File: config.mk
export PLATFORM = sky130hd
export DESIGN_NAME = mem_request_responder
export DESIGN_NICKNAME = d
export VERILOG_FILES = /design/src/rtl/mem_request_responder.sv
export SDC_FILE = /design/constraint.sdc
export NUM_CORES = 1
export LEC_CHECK = 0
export CORE_ASPECT_RATIO = 1.5
export CORE_UTILIZATION = 38
export DETAILED_ROUTE_END_ITERATION = 6
export PLACE_DENSITY = 0.88
export SETUP_SLACK_MARGIN = 0.4
export SLEW_MARGIN = 20
export SYNTH_ARGS = -nofsm -noshare
export SYNTH_HDL_FRONTEND = slang
export SYNTH_SLANG_ARGS = --single-unit
File: constraint.sdc
create_clock -name CLK -period 1.9 [get_ports CLK]
set_input_delay 0.38 -clock CLK [delete_from_list [all_inputs] [get_ports CLK]]
set_output_delay 0.38 -clock CLK [all_outputs]
set_load 0.01 [all_outputs]
File: src/rtl/mem_request_responder.sv
// Arbitrates control-unit fetch and data requests onto one variable-latency RAM port.
// Latency: issue cycle plus RAM wait cycles; ihit/dhit are registered one cycle after ram_ready.
// Backpressure: requests are held by the control unit until the matching hit; a stalled RAM times out to HALTED.
module mem_request_responder #(
    parameter int WORD_W     = 32,
    parameter int WAIT_LIMIT = 255
) (
    input  logic              CLK,
    input  logic              nRST,
    input  logic              cu_imemREN,
    input  logic [WORD_W-1:0] imemaddr,
    input  logic              cu_dmemREN,
    input  logic              cu_dmemWEN,
    input  logic [WORD_W-1:0] dmemaddr,
    input  logic [WORD_W-1:0] dmemstore,
    input  logic              halt,
    output logic              ihit,
    output logic              dhit,
    output logic [WORD_W-1:0] imemload,
    output logic [WORD_W-1:0] dmemload,
    output logic              ramREN,
    output logic              ramWEN,
    output logic [WORD_W-1:0] ramaddr,
    output logic [WORD_W-1:0] ramstore,
    input  logic [WORD_W-1:0] ramload,
    input  logic              ram_ready,
    output logic              halted,
    output logic              timeout
);

    localparam int CW = $clog2(WAIT_LIMIT + 1);
    localparam logic [CW-1:0] LIMIT = CW'(WAIT_LIMIT);

    typedef enum logic [1:0] {IDLE, DATA, INSTR, HALTED} state_t;

    state_t            state, state_nxt;
    logic [WORD_W-1:0] addr_q, store_q;
    logic              wr_q;
    logic              dserved;
    logic [CW-1:0]     wait_cnt, cnt_inc;
    logic              cap_d, cap_i, done, tmo, busy;

    always_ff @(posedge CLK or negedge nRST) begin
        if (!nRST) begin
            state <= IDLE;
        end else begin
            state <= state_nxt;
        end
    end

    always_comb begin
        state_nxt = state;
        cap_d     = 1'b0;
        cap_i     = 1'b0;
        done      = 1'b0;
        tmo       = 1'b0;
        ramREN    = 1'b0;
        ramWEN    = 1'b0;
        busy      = 1'b0;
        cnt_inc   = (wait_cnt == {CW{1'b1}}) ? wait_cnt : wait_cnt + CW'(1);
        case (state)
            IDLE: begin
                // A held data request wins once per instruction; dserved masks it until the next fetch.
                if ((cu_dmemREN || cu_dmemWEN) && !dserved) begin
                    cap_d     = 1'b1;
                    state_nxt = DATA;
                end else if (halt) begin
                    state_nxt = HALTED;
                end else if (cu_imemREN) begin
                    cap_i     = 1'b1;
                    state_nxt = INSTR;
                end
            end
            DATA, INSTR: begin
                busy   = 1'b1;
                ramWEN = (state == DATA) && wr_q;
                ramREN = (state == INSTR) || !wr_q;
                if (ram_ready) begin
                    done      = 1'b1;
                    state_nxt = IDLE;
                end else if (cnt_inc == LIMIT) begin
                    tmo       = 1'b1;
                    state_nxt = HALTED;
                end
            end
            HALTED: state_nxt = HALTED;
            default: state_nxt = IDLE;
        endcase
    end

    always_ff @(posedge CLK or negedge nRST) begin
        if (!nRST) begin
            addr_q   <= '0;
            store_q  <= '0;
            wr_q     <= 1'b0;
            dserved  <= 1'b0;
            wait_cnt <= '0;
            ihit     <= 1'b0;
            dhit     <= 1'b0;
            imemload <= '0;
            dmemload <= '0;
            timeout  <= 1'b0;
        end else begin
            ihit <= 1'b0;
            dhit <= 1'b0;
            if (cap_d) begin
                addr_q   <= dmemaddr;
                store_q  <= dmemstore;
                wr_q     <= cu_dmemWEN;
                wait_cnt <= '0;
            end else if (cap_i) begin
                addr_q   <= imemaddr;
                wait_cnt <= '0;
            end else if (busy && !ram_ready) begin
                wait_cnt <= cnt_inc;
            end
            if (done) begin
                if (state == DATA) begin
                    dhit    <= 1'b1;
                    dserved <= 1'b1;
                    if (!wr_q) begin
                        dmemload <= ramload;
                    end
                end else begin
                    ihit     <= 1'b1;
                    dserved  <= 1'b0;
                    imemload <= ramload;
                end
            end
            if (tmo) begin
                timeout <= 1'b1;
            end
        end
    end

    assign ramaddr  = addr_q;
    assign ramstore = store_q;
    assign halted   = (state == HALTED);

endmodule
==> results of run 1 <==
per-stage QoR:
stage | setup TNS (ns) | std cells | setup slack [ns]
finish | 0 | 1073 | 0.103
global route | 0 | 1073 | 0.0410
CTS | 0 | 1042 | 0.107
detailed placement | -0.750 | 977 | -0.0401
global placement | 0 | 977 | 0.00648
floorplan | 0 | 512 | 0.221
power by group:
| group | total, W | internal, W | switching (W) |
|---|---|---|---|
| clock network | 0.00341 | 0.00188 | 0.00153 |
| registers | 0.00539 | 0.00450 | 0.000892 |
| logic | 0.00972 | 0.00533 | 0.00439 |
Yosys cell counts (2+ instances only):
| cell type | instances | area share, % |
|---|---|---|
| nand3_1 | 3 | 0.25 |
| nand2b_1 | 2 | 0.21 |
| nand2_1 | 106 | 6.7 |
| a21oi_1 | 35 | 2.9 |
| inv_1 | 5 | 0.31 |
| mux2i_1 | 33 | 5.5 |
| buf_2 | 16 | 1.3 |
| ha_1 | 6 | 1.3 |
| nor2_1 | 44 | 2.8 |
| nor3_1 | 3 | 0.25 |
| buf_1 | 3 | 0.19 |
| mux2_1 | 63 | 12 |
| and2_1 | 2 | 0.21 |
| xor2_1 | 3 | 0.44 |
| nand3b_1 | 3 | 0.38 |
| o2bb2ai_1 | 2 | 0.29 |
| mux2_2 | 3 | 0.56 |
| dfrtp_1 | 143 | 60 |
| nor4_1 | 3 | 0.31 |
| o21ai_0 | 4 | 0.33 |
| clkbuf_1 | 8 | 0.50 |
worst max-delay path: stages (launching register included):
cell and delay, ns:
dfrtp_1 0.37, inv_2 0.07, ha_4 0.27, a21boi_2 0.14, buf_2 0.15
sequential cells by signal, indices dropped and copies added (netlist names):
register  flops
ramstore     32
wr_q          1
wait_cnt      8
state         2
ramaddr      32
timeout       1
dmemload     32
dhit          1
dserved       1
ihit          1
imemload     32
logic make-up (layout without fill, tap and decap cells):
family,Yosys count,in the layout
DFF,143,143
xor gates and xnor gates,4,4
and+or+nand+nor,175,176
muxes,99,99
other,0,1
AOI/OAI and AO/OA,51,51
buffers and inverters,34,394
adders and majority gates,6,6
area by class of cell:
class / count / area share (%)
tap: 199 / 2.24
inverter: 6 / 0.270
sequential: 143 / 32.2
clock buffer: 17 / 3.83
clock inverter: 15 / 1.50
multi-input combinational: 336 / 25.6
timing repair buffer: 356 / 34.4
antenna: 1 / 0.0225
routing by layer:
layer | up-vias | global-route usage, %
li1 | 2440 | -
met1 | 2709 | 26.1
met2 | 233 | 46.1
met3 | 60 | 4.55
met4 | 0 | 12.0
met5 | - | 0
worst paths after layout:
path	startpoint	endpoint	slack [ns]	cells past startpoint
max	state[0]	ramREN	0.10	4
min in group asynchronous	nRST	dmemload[10]	0.32	2
max reg2reg	state[0]	imemload[5]	0.10	10
max in group asynchronous	nRST	wait_cnt[5]	0.89	3
min reg2reg	imemload[15]	imemload[15]	0.48	2
min	cu_dmemWEN	wr_q	0.26	2
layout by cell type, fill, tap and decap left out, types with 4 or more instances in the layout:
cell and n:
buf_6 19, mux2i_1 31, mux2_4 36, mux2_1 29
nand2_2 46, inv_6 6, clkbuf_16 24, a21oi_1 34
clkdlybuf4s50_1 132, nand2_4 25, buf_4 38, dlygate4sd2_1 69
buf_16 10, nand2_1 35, clkdlybuf4s15_1 60, inv_8 5
dfrtp_1 141, nor2_2 6, o21ai_0 4, nor2_1 38
buf_12 13
repair_timing:
| action | CTS | global route |
|---|---|---|
| buffers inserted | 21 | 22 |
| pin swaps | 27 | 71 |
| cloned | 11 | 8 |
| gates resized for setup | 208 | 166 |
| endpoints found under the setup margin | 220 | 199 |
| hold buffers | 1 | 0 |
| endpoints found under the hold margin | 11 | 0 |
==> flow_summary_export.csv, run 1 <==
group,metric,value,unit
clocking,cts_buffer_depth,2,
layout,regArea,3580,µm²
routing,drt_wl_total,22000,µm
clocking,path_clk_slew,0.07,ns
yosys,synthSimpleGateAreaFrac,12.3,%
yosys,synth-adder-area-share,1.25,%
timing,layout_min_cycle_time,1.80,ns
power_and_ir_drop,p_total,0.0185,W
yosys,avgSynthCellArea,11.7,µm²
routing,drt_first_pass_iters,4,
placement,place_congestion,0.803,
floorplan,die_h,156,µm
global_route,antenna_found_initial,1,
timing,drv_slew,0,
timing,grt_setup_unrepaired,"true",
global_route,grt_max_degree,55,
critical_path,critPathKind,"reg -> out",
timing,whs,0.260,ns
routing,drc_errors,0,
routing,dr_wl_met2,12300,µm
placement,numPortBuffers,268,
yosys,synth-xor-area-share,0.586,%
placement,dpl.hpwl,12600,µm
critical_path,cp-start-kind,"flop",
yosys,synthCells,512,
timing,max_freq,557,MHz
global_route,grt_usage,24.5,%
yosys,synth_ff_type,"dfrtp_1",
global_route,grt_pass1_wl,30300,µm
clocking,ctsRootBufferMaster,"clkbuf_16",
floorplan,num_rows,55,
routing,drtAntennaViolNets,0,
layout,area_delta_synth_final,85.8,%
critical_path,arrival,1.42,ns
floorplan,fp.dieW,104,µm
power_and_ir_drop,leakage,5.37,nW
layout,final_core_util,73.1,%
clocking,cts_buffers,17,
run,cap_violations,0,
routing,via_count,5442,
timing,period_share,94.6,%
power_and_ir_drop,max-vdd-ir-drop,0.000956,V
floorplan,die-area,16300,µm²
yosys,synth_top_family_by_area,"multiplexers",
critical_path,worstPathMaxFanout,3,
layout,design_area,11100,µm²
clocking,cts_tree,"built",
min_path,min_path_type,"in -> reg",
yosys,yosysUniqueCellTypes,43,
global_route,grt_overflow,0,
yosys,async_reset_ff_share,100,%
routing,route.met3.wl,1080,µm
routing,topRoutingLayerUsed,"met4",
routing,via_per_inst,5.07,
yosys,synthMuxAreaShare,17.9,%
routing,drt_iter0_markers,247,
timing,setup_violations,0,
critical_path,end_kind,"primary output",
floorplan,ios,269,
routing,drt-met1-wl,7720,µm
timing,max-slew-margin-rel,69.0,%
routing,routedWlPerCell,20.5,µm
critical_path,crit_required,1.52,ns
timing,tightest_slew,0.465,ns
power_and_ir_drop,power_density,1670,nW/µm²
timing,skew,0.00690,ns
layout,fill_cells,972,
floorplan,initial_core_util,39.3,%
layout,final_nets,1001,
yosys,synth_seq_cells,143,
yosys,ys_seq_area_share,59.8,%
yosys,ys_warn_count,0,
outcome,outcome,"complete, no violations",
placement,placed_area,9250,µm²
yosys,syn_nets,653,
yosys,synth_edf_count,0,
floorplan,core-area,15200,µm²
timing,hold_viol_final,0,
yosys,syn_area,5980,µm²
clocking,clkLatencyLatePin,0.42,ns
yosys,synth-compound-area-share,5.54,%
clocking,clock_sinks,143,
layout,drive_gt1_share,30.9,%
clocking,htreeDepth,4,
layout,multi_input_comb_area,2840,µm²
global_route,grt_pass1_vias,5616,
No activity file was read; power rests on OpenSTA's default activity.
==> run 2: changes to the inputs <==
--- a/config.mk
+++ b/config.mk
@@ -7,6 +7,7 @@
 export LEC_CHECK = 0
 export CORE_ASPECT_RATIO = 1.5
 export CORE_UTILIZATION = 38
+export CTS_CLUSTER_DIAMETER = 80
 export DETAILED_ROUTE_END_ITERATION = 6
 export PLACE_DENSITY = 0.88
 export SETUP_SLACK_MARGIN = 0.4
==> results of run 2 <==
Same layout as run 1: the final DEF is identical, and so are final timing and power.
==> run 3: changes to the inputs <==
--- a/config.mk
+++ b/config.mk
@@ -5,9 +5,11 @@
 export SDC_FILE = /design/constraint.sdc
 export NUM_CORES = 1
 export LEC_CHECK = 0
+export CAP_MARGIN = 10
 export CORE_ASPECT_RATIO = 1.5
 export CORE_UTILIZATION = 38
 export CTS_CLUSTER_DIAMETER = 80
+export CTS_CLUSTER_SIZE = 10
 export DETAILED_ROUTE_END_ITERATION = 6
 export PLACE_DENSITY = 0.88
 export SETUP_SLACK_MARGIN = 0.4
==> results of run 3 <==
Same layout as run 1: the final DEF is identical, and so are final timing and power.
